[config.mk]
export PLATFORM = sky130hd
export DESIGN_NAME = uart_rx_os
export DESIGN_NICKNAME = d
export VERILOG_FILES = /design/src/rtl/uart_rx_os.sv
export SDC_FILE = /design/constraint.sdc
export NUM_CORES = 1
export LEC_CHECK = 0
export CAP_MARGIN = 20
export CORE_MARGIN = 4
export CORE_UTILIZATION = 40
export CTS_CLUSTER_DIAMETER = 150
export CTS_CLUSTER_SIZE = 12
export DETAILED_ROUTE_END_ITERATION = 7
export GPL_TIMING_DRIVEN = 0
export HOLD_SLACK_MARGIN = 0.08
export PLACE_DENSITY_LB_ADDON = 0.2
export SLEW_MARGIN = 20
export SYNTH_ARGS = -nofsm -noshare
export SYNTH_HDL_FRONTEND = slang
export SYNTH_SLANG_ARGS = --single-unit
[constraint.sdc]
create_clock -name clk -period 1.89 [get_ports clk]
set_input_delay 0.378 -clock clk [delete_from_list [all_inputs] [get_ports clk]]
set_output_delay 0.378 -clock clk [all_outputs]
set_load 0.01 [all_outputs]
[src/rtl/uart_rx_os.sv]
// rtl/uart_rx_os.sv - oversampling UART receiver with majority vote, parity/framing flags, overrun and break detection
module uart_rx_os #(
    parameter int CLOCK_FREQ = 38400000,
    parameter int BAUD_RATE  = 9600,
    parameter int OVERSAMPLE = 16,
    parameter int DATA_BITS  = 8,
    parameter int PARITY     = 0,
    parameter int STOP_BITS  = 1
) (
    input  logic                 clk,
    input  logic                 rst,
    input  logic                 rx,
    input  logic                 soft_reset,
    output logic [DATA_BITS-1:0] data,
    output logic                 valid,
    input  logic                 ready,
    output logic                 parity_err,
    output logic                 frame_err,
    output logic                 overrun,
    output logic                 break_det,
    output logic                 busy
);

    localparam int DIV = CLOCK_FREQ / (BAUD_RATE * OVERSAMPLE);
    localparam int CW  = (DIV > 1) ? $clog2(DIV) : 1;
    localparam int SW  = $clog2(OVERSAMPLE);

    localparam logic [SW-1:0] SC_LO  = SW'(OVERSAMPLE / 2 - 1);
    localparam logic [SW-1:0] SC_MID = SW'(OVERSAMPLE / 2);
    localparam logic [SW-1:0] SC_HI  = SW'(OVERSAMPLE / 2 + 1);
    localparam logic [SW-1:0] SC_END = SW'(OVERSAMPLE - 1);

    if (DIV < 1) begin : g_bad_div
        $error("uart_rx_os: CLOCK_FREQ too low for BAUD_RATE * OVERSAMPLE");
    end
    if (OVERSAMPLE < 8 || (OVERSAMPLE % 2) != 0) begin : g_bad_os
        $error("uart_rx_os: OVERSAMPLE must be even and >= 8");
    end
    if (DATA_BITS < 5 || DATA_BITS > 9 || PARITY < 0 || PARITY > 2 ||
        STOP_BITS < 1 || STOP_BITS > 2) begin : g_bad_fmt
        $error("uart_rx_os: unsupported frame format");
    end

    typedef enum logic [2:0] {
        S_IDLE,
        S_START,
        S_DATA,
        S_PARITY,
        S_STOP,
        S_WAIT_HIGH
    } state_t;

    state_t               state_q, state_d;
    logic [CW-1:0]        div_q, div_d;
    logic [1:0]           sync_q, sync_d;
    logic [SW-1:0]        sc_q, sc_d;
    logic [3:0]           bit_q, bit_d;
    logic [1:0]           smp_q, smp_d;
    logic [DATA_BITS-1:0] shreg_q, shreg_d;
    logic                 ones_q, ones_d;
    logic                 perr_q, perr_d;
    logic                 ferr_q, ferr_d;
    logic [DATA_BITS-1:0] data_q, data_d;
    logic                 valid_q, valid_d;
    logic                 pe_q, pe_d;
    logic                 fe_q, fe_d;
    logic                 ovr_q, ovr_d;
    logic                 brk_q, brk_d;

    logic tick;
    logic rx_s;
    logic bit_val;
    logic frame_done;
    logic stop_ferr;
    logic is_break;

    always_comb begin
        tick   = (div_q == CW'(DIV - 1));
        div_d  = tick ? '0 : div_q + CW'(1);
        sync_d = {sync_q[0], rx};
    end

    assign rx_s    = sync_q[1];
    assign bit_val = (smp_q[0] & smp_q[1]) | (smp_q[0] & rx_s) | (smp_q[1] & rx_s);

    always_comb begin
        state_d    = state_q;
        sc_d       = sc_q;
        bit_d      = bit_q;
        smp_d      = smp_q;
        shreg_d    = shreg_q;
        ones_d     = ones_q;
        perr_d     = perr_q;
        ferr_d     = ferr_q;
        data_d     = data_q;
        pe_d       = pe_q;
        fe_d       = fe_q;
        ovr_d      = ovr_q;
        brk_d      = 1'b0;
        valid_d    = valid_q & ~ready;
        frame_done = 1'b0;
        stop_ferr  = ferr_q | ~bit_val;
        // ones_q covers every earlier bit of the frame, so break needs only the final stop bit low too
        is_break   = ~ones_q & ~bit_val;

        if (tick) begin
            case (state_q)
                S_IDLE: begin
                    if (!rx_s) begin
                        state_d = S_START;
                        sc_d    = '0;
                        bit_d   = '0;
                        ones_d  = 1'b0;
                        perr_d  = 1'b0;
                        ferr_d  = 1'b0;
                    end
                end
                S_WAIT_HIGH: begin
                    if (rx_s) begin
                        state_d = S_IDLE;
                        sc_d    = '0;
                    end
                end
                default: begin
                    sc_d = sc_q + SW'(1);
                    if (sc_q == SC_LO)  smp_d[0] = rx_s;
                    if (sc_q == SC_MID) smp_d[1] = rx_s;
                    if (sc_q == SC_HI) begin
                        case (state_q)
                            S_START: begin
                                if (bit_val) begin
                                    state_d = S_IDLE;
                                    sc_d    = '0;
                                end
                            end
                            S_DATA: begin
                                shreg_d = {bit_val, shreg_q[DATA_BITS-1:1]};
                                ones_d  = ones_q | bit_val;
                            end
                            S_PARITY: begin
                                ones_d = ones_q | bit_val;
                                perr_d = (PARITY == 1) ? ~(^shreg_q ^ bit_val) : (^shreg_q ^ bit_val);
                            end
                            S_STOP: begin
                                ones_d     = ones_q | bit_val;
                                ferr_d     = stop_ferr;
                                frame_done = (bit_q == 4'(STOP_BITS - 1));
                            end
                            default: ;
                        endcase
                    end
                    if (sc_q == SC_END) begin
                        sc_d  = '0;
                        bit_d = bit_q + 4'd1;
                        case (state_q)
                            S_START: begin
                                state_d = S_DATA;
                                bit_d   = '0;
                            end
                            S_DATA: begin
                                if (bit_q == 4'(DATA_BITS - 1)) begin
                                    state_d = (PARITY != 0) ? S_PARITY : S_STOP;
                                    bit_d   = '0;
                                end
                            end
                            S_PARITY: begin
                                state_d = S_STOP;
                                bit_d   = '0;
                            end
                            default: ;
                        endcase
                    end
                end
            endcase
        end

        // Completion at the last stop-bit mid tick lets a back-to-back start edge be caught
        if (frame_done) begin
            sc_d = '0;
            if (is_break) begin
                brk_d   = 1'b1;
                state_d = S_WAIT_HIGH;
            end else begin
                state_d = stop_ferr ? S_WAIT_HIGH : S_IDLE;
                if (!valid_q || ready) begin
                    data_d  = shreg_q;
                    pe_d    = perr_q;
                    fe_d    = stop_ferr;
                    valid_d = 1'b1;
                end else begin
                    ovr_d = 1'b1;
                end
            end
        end

        if (soft_reset) begin
            state_d = S_IDLE;
            sc_d    = '0;
            valid_d = 1'b0;
            ovr_d   = 1'b0;
            pe_d    = 1'b0;
            fe_d    = 1'b0;
            brk_d   = 1'b0;
        end
    end

    always_ff @(posedge clk or posedge rst) begin
        if (rst) begin
            state_q <= S_IDLE;
            div_q   <= '0;
            sync_q  <= 2'b11;
            sc_q    <= '0;
            bit_q   <= '0;
            smp_q   <= '0;
            shreg_q <= '0;
            ones_q  <= 1'b0;
            perr_q  <= 1'b0;
            ferr_q  <= 1'b0;
            data_q  <= '0;
            valid_q <= 1'b0;
            pe_q    <= 1'b0;
            fe_q    <= 1'b0;
            ovr_q   <= 1'b0;
            brk_q   <= 1'b0;
        end else begin
            state_q <= state_d;
            div_q   <= div_d;
            sync_q  <= sync_d;
            sc_q    <= sc_d;
            bit_q   <= bit_d;
            smp_q   <= smp_d;
            shreg_q <= shreg_d;
            ones_q  <= ones_d;
            perr_q  <= perr_d;
            ferr_q  <= ferr_d;
            data_q  <= data_d;
            valid_q <= valid_d;
            pe_q    <= pe_d;
            fe_q    <= fe_d;
            ovr_q   <= ovr_d;
            brk_q   <= brk_d;
        end
    end

    assign data       = data_q;
    assign valid      = valid_q;
    assign parity_err = pe_q;
    assign frame_err  = fe_q;
    assign overrun    = ovr_q;
    assign break_det  = brk_q;
    assign busy       = (state_q != S_IDLE);

endmodule

======== Word-level counts from Yosys, hierarchy flattened ========
Index checks and enable logic that the tools add are counted.
storage, ports and cells
  register bits ........................... 47
  input port bits ......................... 5
  output and inout port bits .............. 14
  logic and storage cells ................. 142
operators by class
  $add $sub $neg .......................... 3
  eq/ne operators ......................... 16
  multiplexer cells ....................... 62
  bitwise logic cells ..................... 16
  reductions and logical operators ........ 28
operator list
  kind                                           number
  two-way mux 4 bit                              11
  two-way mux 3 bit                              12
  two-way mux 1 bit                              30
  case mux 4 bit (2 select lines)                3
  AND reduction 3 bit                            6
  AND reduction 5 bit                            3
  nonzero test 2 bit                             7
  == test 4 bit, second input constant           3
  case mux 3 bit (3 select lines)                1
  adder 4 x 1 -> 4 bit, second input constant    2
  adder 8 x 1 -> 8 bit, second input constant    1
  == test 4 x 3 -> 1 bit, second input constant  2
  == test 8 bit, second input constant           1
  two-way mux 8 bit                              1
  != test 4 bit, second input constant           2
  AND reduction 4 bit                            2
  XOR reduction 8 bit                            1
  == test 3 x 2 -> 1 bit, second input constant  2
  == test 3 bit, second input constant           2
  != test 2 bit, second input constant           3
  NOT 1 bit                                      6
  case mux 1 bit (2 select lines)                3
  case mux 3 bit (2 select lines)                1
  nonzero test 3 bit                             2
  other kinds (10)                               18

======== Longest topological paths before layout ========
  depth in word-level cells ............... 13
  mapped depth ............................ 9
  mapped depth without buffers ............ 7

======== Least setup slack after synthesis ========
OpenSTA, ideal clock, no wires.
  path kind ............................... register to register
  start ................................... register sc_q[1]
  end ..................................... register data_q[0] (netlist: data[0])
  setup time .............................. 0.125 ns
  arrival time ............................ 1.720 ns
  required time ........................... 1.765 ns
  path slack .............................. 0.045 ns
  cell stages (with the launch flop) ...... 9
  path buffers ............................ 2
  cell sequence ........................... dfrtp_1 -> inv_1 -> ha_1 -> and3b_1 -> buf_4 -> nand4_1 -> nor4_2 -> buf_4 -> mux2_2
on the way
  word-level cells in the longest chain between the ends .. 5
RTL lines
  item                                  line  text
  start: declaration                    56    logic [SW-1:0] sc_q, sc_d;
  start signal: assignment              212   sc_q <= '0;
  start signal: assignment              229   sc_q <= sc_d;
  == test 4 bit                         128   if (sc_q == SC_HI) begin
  two-way mux 1 bit                     128
  two-way mux 1 bit                     107   case (state_q)
  two-way mux 1 bit                     106   if (tick) begin
  AND reduction 3 bit (no source line)  n/a
  end signal: assignment                236   data_q <= data_d;
  end: declaration                      63    logic [DATA_BITS-1:0] data_q, data_d;
Every way passes these cells.
A chain may end at the register's enable or synchronous reset.

======== Worst setup path in the final report ========
  start ................................... register div_q[1]
  end ..................................... register sc_q[2]
on the way
  word-level cells in the longest chain between the ends .. 4
  elaborated cells between the ends (all ways) .. 8
  those cells by class .................... eq/ne (3); mux (3); reduce/logical (2)
RTL lines
  item                                                                              line  text
  start: declaration                                                                54    logic [CW-1:0] div_q, div_d;
  start signal: assignment                                                          227   div_q <= div_d;
  == test 8 bit *                                                                   78    tick = (div_q == CW'(DIV - 1));
  two-way mux 1 bit                                                                 106
  != test 4 bit (no source line) (tied with other cells)                            n/a
  AND reduction 3 bit (no source line) / two-way mux 4 bit (equally long branches)  n/a
Every way passes the cells marked *; elsewhere a longest branch is shown, timed or not.

==> impl_metrics.toml <==
[outcome]
outcome = "complete, but fails checks"
violations = "setup timing"

[logic_synthesis]
synthFlopType = "dfrtp_1"
synthDistinctLibCells = 59
yosysTopAreaCell = "dfrtp_1"
netlist.area_leader.share_pct = 44.8
ys_seq_elements = 47
async_flop_share_pct = 100
syn-cell-area_um2 = 2510
ys_seq_area_share_pct = 46.9
synth_area_leaders = "dfrtp_1, mux2_2, ha_1"
synth_edf_count = 0
syn_nets = 251
yosys_warnings = 0
synth_cells = 239
syn_avg_cell_area_um2 = 10.5

[die]
initial_utilization_pct = 41.7
die_w_um = 87.3
dieArea_um2 = 7620
fp.coreArea_um2 = 6030
io_pins = 19
rows = 28
die_y_um = 87.3

[cts]
cts_tree = "done"
clockBufferDepth = 2
cts_sinks = 47
clock_latency_ps = 310
root_buffer = "clkbuf_8"
numCtsBuffers = 5
clk_pin_slew_ps = 90
htree_levels = 2
postCtsHoldBufs = 0

[flow_run]
drv_cap = 0

[grt]
grt_pass1_wl_mm = 9.72
antenna_found_initial = 0
grt_max_degree = 28
overflow = 0
groute.usage.overall_pct = 16.4
grt_pass1_vias = 1991

[timing]
setup_viol = 17
max_freq_mhz = 504
layout_min_cycle_time_ps = 1980
fin_ws_ps = -94.7
slew_violations = 0
hold_ws_ps = 362
tns_ps = -757
hold_viol = 0
relSlewSlack_pct = 56.6
clock_skew_ps = 5.87
rsz0062_at_grt = "true"
worstMarginPinSlew_ps = 651
finalCritPeriodShare_pct = 105

[cells_and_area]
nets = 300
syn2layout_area_growth_pct = 34.2
multi_input_area_um2 = 1450
antenna_cells = 0
layout.cells.most_common_list = "dfrtp_1, buf_4, nor2_1"
mostFrequentLayoutCell = "dfrtp_1"
regArea_um2 = 1180
layout-drive-gt1-share_pct = 35.6
num-fill-cells = 499
final_cells = 364

[worst_setup_path]
worstPathCellList = "inv_1 > ha_2 > and4b_2 > buf_6 > and2b_2 > buf_6 > nand4_1 > buf_6 > o211ai_1 > a21oi_1"
max_stage_delay_ps = 390
path_common_cell = "buf_6"
cp_num_buf_inv = 4
cp_max_fo = 7
crit_type = "flop to flop"
end_kind = "flop"
crit_path_top_delay_cell = "dfrtp_1"
cp_data_required_time_ps = 2070
arrival_ps = 2160
critPathTopFamily = "simple AND/OR/NAND/NOR gates"
start_kind = "flop"
r2r_slack_ps = -90

[power_and_ir_drop]
power.leakage_nw = 1.43
p_per_area_nw_per_um2 = 558
finalPower_w = 0.00188
ir_drop_v = 0.000375

[placed_design]
dp.cells = 333
dp_hpwl_mm = 3.66
place_ws_ps = -204
port_buffers = 18
globalplace.congestion = 0.822

[drt]
drc = 0
drtIter0Drc = 161
drt_pre_antenna_iters = 4
wirelength_mm = 6.20
routed_via_density = 5.56
vias = 2023
wl_per_cell_um = 17.0
drtAntennaViolNets = 0

[hold_path]
hold_class = "flop to flop"
==> area by class of cell <==
cell class              instances  area share (%)
plain buffers                   9            2.52
clock buffers                   6            2.45
clock inverters                 2            1.15
inverters                       9            1.00
multi-input cells             172            42.9
flip-flops and latches         47            35.1
well taps                      75            2.78
repair buffers                 44            12.2
==> worst reg2reg max path, cell delays in order, from the launching register on <==
cell and delay [ps]:
dfrtp_1 390, inv_1 70, ha_2 150, and4b_2 300, buf_6 120, and2b_2 220, buf_6 150, nand4_1 100
buf_6 160, o211ai_1 100, a21oi_1 90
==> flip-flops by register name, indices dropped and copies added, names as in the netlist, 2 cells and up <==
register,cells
data,8
div_q,8
shreg_q,8
bit_q,4
sc_q,4
state_q,3
smp_q,2
sync_q,2
==> where the power goes <==
| part | internal, W | total [W] | switching, W |
|---|---|---|---|
| clock network | 0.000436 | 0.000817 | 0.000381 |
| logic | 0.0000195 | 0.0000561 | 0.0000366 |
| registers | 0.00101 | 0.00101 | 0.00000220 |
==> synthesized netlist by cell type, types with 4 or more instances <==
cell type,instances
dfrtp_1,45
nor2_1,19
mux2_2,16
a21oi_1,15
nand2_1,15
inv_1,9
nand3_1,9
o21ai_0,8
ha_1,7
xnor2_1,7
nor2b_1,6
buf_2,5
nand2b_1,5
nor3_1,5
nand4_1,4
o31ai_1,4
==> timing repair <==
action | in CTS | in global routing
endpoints found under the hold margin | 0 | 0
endpoints found under the setup margin | 28 | 34
setup buffers | 11 | 12
resized for setup | 19 | 48
pin swaps | 3 | 12
cloned | 1 | 1
==> cell families after synthesis <==
family | count (synthesis) | synth area share (%)
and+or+nand+nor | 86 | 19.3
AOI/OAI and AO/OA | 48 | 12.9
DFF | 47 | 46.9
buffers and inverters | 20 | 4.13
muxes | 19 | 8.46
xor gates and xnor gates | 11 | 4.38
adders and majority gates | 8 | 3.93
==> through the flow <==
step	instance area, µm²	util [%]
6_report	3380	56.0
3_5_place_dp	2810	46.6
5_1_grt	3380	56.0
2_1_floorplan	2510	-
3_3_place_gp	2790	46.3
4_1_cts	3090	51.3
==> metal layers <==
layer / GRT usage, % / routed length (µm) / up-vias
li1: - / - / 956
met1: 21.0 / 2770 / 1006
met2: 25.8 / 3010 / 47
met3: 4.54 / 271 / 14
met4: 6.97 / 145 / 0
met5: 0 / 0 / -
==> path summary, 6_finish.rpt <==
| check | depth (start not counted) | startpoint | to |
|---|---|---|---|
| setup / recovery | 10 | div_q[1] | sc_q[2] |
| hold / removal | 0 | sync_q[0] | sync_q[1] |
| setup reg to reg | 10 | div_q[1] | sc_q[2] |
| hold reg to reg | 0 | sync_q[0] | sync_q[1] |
| max in group asynchronous | 3 | rst | sync_q[1] |
| min in group asynchronous | 2 | rst | data[2] |
Power figures use the tool's default switching activity.
==> patch: new RTL, config.mk and constraints unchanged <==
Set the parameter `BAUD_RATE` to 38400 (it was 9600).
--- a/src/rtl/uart_rx_os.sv
+++ b/src/rtl/uart_rx_os.sv
@@ -1,7 +1,7 @@
 // rtl/uart_rx_os.sv - oversampling UART receiver with majority vote, parity/framing flags, overrun and break detection
 module uart_rx_os #(
     parameter int CLOCK_FREQ = 38400000,
-    parameter int BAUD_RATE  = 9600,
+    parameter int BAUD_RATE  = 38400,
     parameter int OVERSAMPLE = 16,
     parameter int DATA_BITS  = 8,
     parameter int PARITY     = 0,
Behaviour: no difference found for any inputs over 10 cycles, from zero or initial values and one cycle with rst high; that may be too few to reach the edited logic, so the function may still have changed.
==> patch against the unedited design <==
- the run still ends with negative setup slack left
- setup slack got worse by 0.047 ns
- count of clock-buffer cells in the layout fell by 1
- routed wire length fell by 13%
- cell area fell by 5.8%
- global-route usage fell by 0.68 points
- area after synthesis fell by 7.3%
- via count fell by 8.9%
- sequential cell count fell by 2
- total power rose by 0.47%
- highest routed layer unchanged
==> patch: results (changes against the unedited design) <==
| Metric | Value |
|---|---|
| Number of global-route vias before repair | 1906 (-4.3%) |
| Fill cell count | 484 (-3.0%) |
| GR Layer Usage met2 | 0.2568 (-0.001404) |
| DR iter-0 viols | 140 (-13%) |
| Met1 Resource Use GR | 0.2011 (-0.008484) |
| Max VDD drop | 479.2 uV (+28%) |
| Placed cell count | 309 (-7.2%) |
| Number of distinct library cells after synthesis | 51 (-14%) |
| GRT Total Usage | 0.1569 (-0.006781) |
| Wire length on met2 | 2.641 mm (-12%) |
| #MultiIn Comb | 155 (-9.9%) |
| Inverters excl. clock | 12 (+3) |
| Non-clk bufs | 51 (-3.8%) |
| Fraction of area in multi-input gates | 0.4103 (-0.01853) |
| Pre-CTS WS | -0.2576 ns (-0.05319 ns) |
| CP max FO | 9 (+2) |
| Post-place instance area | 0.002630 sq mm (-6.4%) |
| Cts repair resizes | 40 (+21) |
| Post-Synth Adder-Cell Area | 0.04240 (+0.003101) |
| DR vias/cell | 5.373 (-3.3%) |
| Synth Area in Compound Gates | 0.1337 (+0.004302) |
| HPWL Detailed | 3.318 mm (-9.5%) |
| Hold WS | 0.3596 ns (-0.002295 ns) |
| Layout clock area frac | 0.04327 (+0.007320) |
| Mapped Cells | 219 (-8.4%) |
| Non-Clock Buffer Area Fraction | 0.1467 (about the same) |
| Lkg Pwr | 1.360 nW (-5.0%) |
| Mux cell area share after synthesis | 0.09554 (+0.01097) |
| Failing checks | negative setup slack |
| Post-synth top cells | dfrtp_1 (43), nor2_1 (16), a21oi_1 (14) |
| Global placement routability congestion | 0.8279 (+0.69%) |
| Final setup vio count | 15 (-2) |
| Status | finished, violations left |
| Area grow syn2layout | 36.45% |
| Met1 WL | 2.369 mm (-14%) |
| Critical Path AT | 2.22 ns (+0.06 ns) |
| Slowest stage cell, crit path | dfstp_2 |
| Setup_tns | -1.396 ns (-0.6389 ns) |
| Area contributors post-synth | dfrtp_1 (46%), mux2_2 (4.8%), mux2_1 (3.9%), ha_1 (3.8%), a21oi_1 (3.0%) |
| Final WS setup | -0.1412 ns (-0.04652 ns) |
| Metal3 WL | 252 um (-7.0%) |
| Layout cell share with drive strength beyond 1 | 0.3432 (-0.01323) |
| Final net count | 282 (-6.0%) |
==> patch: report_power, final <==
part	total, mW	switching (mW)	internal [mW]
Combinational	0.0501	0.0331	0.0170
Sequential	0.969	0.00303	0.966
Clock	0.874	0.342	0.532
==> patch: final timing paths <==
check / endpoint / cells after the start
max: data[7] / 5
min: sync_q[1] / 0
max reg2reg: data[7] / 5
min reg2reg: sync_q[1] / 0
max in group asynchronous: sync_q[1] / 3
min in group asynchronous: div_q[4] / 2
==> patch: worst max-delay path, delay by kind of cell (launching register included) <==
| kind | cells | cell delay (ns) |
|---|---|---|
| DFF | 1 | 0.62 |
| buffers and inverters | 1 | 0.19 |
| adders and majority gates | 1 | 0.33 |
| and+or+nand+nor | 2 | 0.48 |
| muxes | 1 | 0.30 |
==> patch: kinds of logic after synthesis <==
kind of cell,Yosys count
buffers and inverters,19
xor gates and xnor gates,11
AOI/OAI and AO/OA,48
and+or+nand+nor,68
DFF,45
adders and majority gates,8
muxes,20
